$ cat config.mk
export PLATFORM = sky130hd
export DESIGN_NAME = bus_arbiter
export DESIGN_NICKNAME = d
export VERILOG_FILES = /design/src/rtl/bus_arbiter.sv
export SDC_FILE = /design/constraint.sdc
export NUM_CORES = 1
export LEC_CHECK = 0
export ABC_AREA = 0
export CAP_MARGIN = 20
export CORE_AREA = 2 2 103 105
export CTS_BUF_LIST = sky130_fd_sc_hd__clkbuf_16
export DETAILED_ROUTE_END_ITERATION = 16
export DIE_AREA = 0 0 105 107
export PLACE_DENSITY_LB_ADDON = 0.1
export SLEW_MARGIN = 20
export SYNTH_ARGS = -nofsm -noshare
export SYNTH_HDL_FRONTEND = slang
export SYNTH_SLANG_ARGS = --single-unit
$ cat constraint.sdc
create_clock -name clk_i -period 3 [get_ports clk_i]
set_input_delay 0.9 -clock clk_i [delete_from_list [all_inputs] [get_ports clk_i]]
set_output_delay 0.9 -clock clk_i [all_outputs]
set_load 0.05 [all_outputs]
$ cat src/rtl/bus_arbiter.sv
// Round-robin arbiter sharing one system bus between several hosts, with bounded
// burst ownership and one-cycle read-response routing back to the issuing host.
`timescale 1ns/1ps
module bus_arbiter #(
  parameter int NrHosts   = 2,
  parameter int DataWidth = 32,
  parameter int AddrWidth = 32,
  parameter int MaxBurst  = 4,
  localparam int IdxW     = (NrHosts > 1) ? $clog2(NrHosts) : 1,
  localparam int CntW     = $clog2(MaxBurst + 1)
) (
  input  logic                           clk_i,
  input  logic                           rst_i,
  input  logic [NrHosts-1:0]             host_req_i,
  input  logic [NrHosts-1:0]             host_we_i,
  input  logic [NrHosts*AddrWidth-1:0]   host_addr_i,
  input  logic [NrHosts*DataWidth-1:0]   host_wdata_i,
  output logic [NrHosts-1:0]             host_gnt_o,
  output logic [NrHosts-1:0]             host_rvalid_o,
  output logic [DataWidth-1:0]           host_rdata_o,
  output logic                           bus_req_o,
  output logic                           bus_we_o,
  output logic [AddrWidth-1:0]           bus_addr_o,
  output logic [DataWidth-1:0]           bus_wdata_o,
  input  logic [DataWidth-1:0]           bus_rdata_i,
  output logic [IdxW-1:0]                owner_o
);

  typedef enum logic {IDLE, OWNED} state_t;

  state_t              state;
  logic [IdxW-1:0]     owner;
  logic [IdxW-1:0]     rr_ptr;
  logic [CntW-1:0]     burst_cnt;
  logic [NrHosts-1:0]  rvalid_q;

  logic [IdxW-1:0]     start;
  logic [IdxW-1:0]     scan;
  logic [IdxW-1:0]     win;
  logic                found;
  logic                keep;
  logic [NrHosts-1:0]  gnt;

  function automatic logic [IdxW-1:0] next_idx(input logic [IdxW-1:0] i);
    if (i == IdxW'(NrHosts - 1)) return '0;
    else                         return i + 1'b1;
  endfunction

  // The owner keeps the bus while it requests and has burst budget left;
  // otherwise the search starts just past it, so it only wins again when alone.
  always_comb begin
    keep  = (state == OWNED) && host_req_i[owner] && (burst_cnt < CntW'(MaxBurst));
    start = (state == OWNED) ? next_idx(owner) : rr_ptr;
    found = 1'b0;
    win   = '0;
    scan  = start;
    for (int k = 0; k < NrHosts; k++) begin
      if (!found && host_req_i[scan]) begin
        found = 1'b1;
        win   = scan;
      end
      scan = next_idx(scan);
    end
  end

  always_comb begin
    gnt = '0;
    if (!rst_i) begin
      if (keep)       gnt[owner] = 1'b1;
      else if (found) gnt[win]   = 1'b1;
    end
  end

  always_comb begin
    bus_req_o   = |gnt;
    bus_we_o    = 1'b0;
    bus_addr_o  = '0;
    bus_wdata_o = '0;
    for (int h = 0; h < NrHosts; h++) begin
      if (gnt[h]) begin
        bus_we_o    = host_we_i[h];
        bus_addr_o  = host_addr_i[h*AddrWidth +: AddrWidth];
        bus_wdata_o = host_wdata_i[h*DataWidth +: DataWidth];
      end
    end
  end

  always_ff @(posedge clk_i) begin
    if (rst_i) begin
      state     <= IDLE;
      owner     <= '0;
      rr_ptr    <= '0;
      burst_cnt <= '0;
      rvalid_q  <= '0;
    end else begin
      rvalid_q <= gnt & ~host_we_i;
      if (keep) begin
        burst_cnt <= burst_cnt + 1'b1;
      end else if (found) begin
        state     <= OWNED;
        owner     <= win;
        burst_cnt <= CntW'(1);
      end else if (state == OWNED) begin
        state  <= IDLE;
        rr_ptr <= next_idx(owner);
      end
    end
  end

  assign host_gnt_o    = gnt;
  assign host_rvalid_o = rvalid_q;
  assign host_rdata_o  = bus_rdata_i;
  assign owner_o       = rst_i ? '0 : owner;

endmodule
==> out/results.txt <==
Floorplan die height: 107 um
Total count of max-transition violations in the final report: 0
Fill count: 843
Post-route clock period utilization: 104%
Chip Width: 105 um
Critical path class: primary input to output port
Drt via density: 4.61
Post-Syn Nets: 464
I/O pin total: 269
CP Cell Sequence: buf_6 > nor3b_4 > a311o_2 > buf_12 > buf_12 > buf_12 > o32ai_4 > buf_6
Starting density of the core: 19.6%
Post-synthesis cell count: 297
Average cell area after synthesis: 6.64 um2
DRC violations left: 0
Antenna violations before repair: 0
Count of endpoints failing setup in the final report: 65
Part of the total power dissipated in the clock network: 15.0%
Critical Path RT: 2.10 ns
Final net count: 664
Cell occurring most often along the worst timing path: buf_12
Total number of H-tree levels: 1
Hold buffers post-CTS: 0
Highest cell delay on the worst timing path: 0.35 ns
Maximum frequency from static timing analysis: 320 MHz
Largest net degree at the start of global routing: 37
Weighted congestion at the end of routability-driven global placement: 0.732
Clock-pin slew on the worst setup and hold paths: 0.04 ns
Combined area of all synthesized cells: 0.00197 mm2
Global route overflow: 0
Minimum period implied by the final worst setup slack: 3.13 ns
FF+latch count, synth: 8
Input/output buffers: 204
Unique masters post-synth: 26
Core occupancy in the finished layout: 60.8%
Share of layout cells above drive strength 1: 40.0%
Max_slew headroom: 66.6%
Slew at the pin with the worst max-slew slack: 0.499 ns
Worst hold slack: 0.490 ns
Internal Power: 0.897 mW
Sequential area share after synthesis: 8.12%
Leakage power figure: 2.32 nW
Antenna cell count: 0
Area Overhead vs Synth: 211%
Switching fraction of total power: 42.3%
Average wire length per cell after detail routing: 15.9 um
Warnings from Yosys: 0
Wire length of the first global-routing pass: 14.6 mm
Placement Rows: 37
Endpoints failing hold: 0
Root buffer selected by CTS: clkbuf_16
CP Max Fanout: 6
Number of detailed-route iterations in the first pass: 4
CP startpoint kind: primary input
Share of total power in sequential cells: 7.6%
Clock Latency Late Sink: 0.24 ns
Unrepaired setup endpoints after global routing: yes
TritonCTS clock tree: done
DR vias: 2907
Relative contribution of combinational cells to total power: 77.3%
Data arrival at the endpoint of the critical path: 2.23 ns
Cell type of the slowest stage on the worst timing path: a311o_2
Via count of the first global-routing pass: 2915
Violated checks: negative setup slack
Detailed router's first-iteration violation count: 70
Most frequent cells in the layout: 132 x clkdlybuf4s50_1, 66 x inv_1, 65 x nand2b_1
Clock buffer count from CTS: 3
Run status: finished with violations
P per Cell Area: 253 mW/mm2
Worst setup slack after layout: -0.127 ns
Total half-perimeter wirelength after legalization and detailed placement: 7.03 mm
Worst clock skew: 0.00379 ns
Area of the die: 0.0112 mm2
Final antenna-violating net count: 0
Max_cap viols: 0
Post-detailed-routing wire length: 10.1 mm
Kind of path behind the tightest hold check: register to register
Worst IR drop on VDD: 0.181 mV
Global-route usage over all layers: 15.8%
Sink count of the clock tree: 8
Power spent charging and discharging nets: 0.657 mW
Leading cell type in the layout, fill and taps excluded: clkdlybuf4s50_1
Reg-to-reg setup timing slack: 1.51 ns
Number of buffers between clock root and the deepest sink: 2
Critical path endpoint category: output port
Placeable core region: 0.0101 mm2
-- synthesized netlist by cell type, drive strengths merged --
library cell	n	area (um2)
inv	66	248
nand2b	65	407
o32ai	65	569
buf	41	307
clkbuf	21	78.8
dfxtp	8	160
nor2	7	26.3
nor3	4	25.0
a21oi	2	10.0
a311oi	2	17.5
a32oi	2	17.5
nand3b	2	15.0
nor2b	2	12.5
a311o	1	10.0
and3	1	6.26
ha	1	12.5
mux2	1	11.3
nand2	1	3.75
nor3b	1	7.51
o211ai	1	7.51
o21a	1	7.51
o21ai	1	5.00
xnor2	1	8.76
-- per-layer routing --
layer | global-route usage, % | vias to the layer above | part of all wire (%)
met5 | 0 | - | 0
met4 | 3.43 | 0 | 1.1
met3 | 4.86 | 10 | 8.8
met2 | 28.8 | 140 | 51
met1 | 18.0 | 1340 | 39
li1 | - | 1417 | -
-- critical path: cells and delay by family --
family                 cells  cell delay [ns]
AOI/OAI and AO/OA          2             0.45
buffers and inverters      5             0.74
and+or+nand+nor            1             0.13
-- repair_timing --
item,CTS,global route
pin swaps,22,20
gates cloned,4,3
setup buffers,6,9
endpoints found under the setup margin,67,66
gates resized for setup,93,59
-- per-stage QoR --
stage / area (um2) / worst slack, ns / TNS, ns / power (mW) / std cells
after floorplan: 2700 / -0.450 / -16.53 / 0.786 / 297
after global placement: 4960 / -0.502 / -31.26 / 1.09 / 606
after detailed placement: 4960 / -0.538 / -32.32 / 1.10 / 606
after CTS: 5600 / -0.118 / -4.38 / 1.46 / 619
after global routing: 6140 / -0.171 / -6.88 / 1.62 / 631
final: 6140 / -0.127 / -3.75 / 1.55 / 631
-- registers in the layout (all words and copies together) (netlist names) --
name / cells
burst_cnt: 3
host_rvalid_o: 2
owner: 1
rr_ptr: 1
state: 1
-- logic make-up (layout without fill, tap and decap cells) --
kind of cell	Yosys count	after routing	synth area share (%)
AO/OA/AOI/OAI	75	75	32.7
XOR/XNOR	1	1	0.444
adder cells (fa/ha/maj)	1	1	0.634
buffers and inverters	128	326	32.1
flip-flops	8	8	8.12
multiplexers	1	1	0.571
AND/OR/NAND/NOR	83	83	25.5
-- final cells by class --
class	count	area, um2	share of cell area (%)
clock buffer	3	75.1	1.22
sequential	8	160	2.61
timing repair buffer	257	3090	50.3
tap	136	170	2.77
multi-input combinational	161	2400	39.0
inverter	66	248	4.03
-- power by group through the flow --
stage / Clock, mW / Sequential, mW / Combinational (mW)
2_1_floorplan: 0 / 0.120 / 0.666
3_3_place_gp: 0 / 0.119 / 0.972
3_5_place_dp: 0 / 0.119 / 0.977
4_1_cts: 0.239 / 0.118 / 1.10
5_1_grt: 0.247 / 0.120 / 1.26
6_report: 0.234 / 0.119 / 1.20
-- path summary, 6_finish.rpt --
check	startpoint	endpoint	depth (start not counted)
worst max-delay path	host_req_i[0]	bus_wdata_o[15]	8
worst min-delay path	burst_cnt[1]	burst_cnt[1]	2
worst max register to register	owner	host_rvalid_o[1]	5
worst min register to register	burst_cnt[1]	burst_cnt[1]	2
Power figures use the tool's default switching activity.
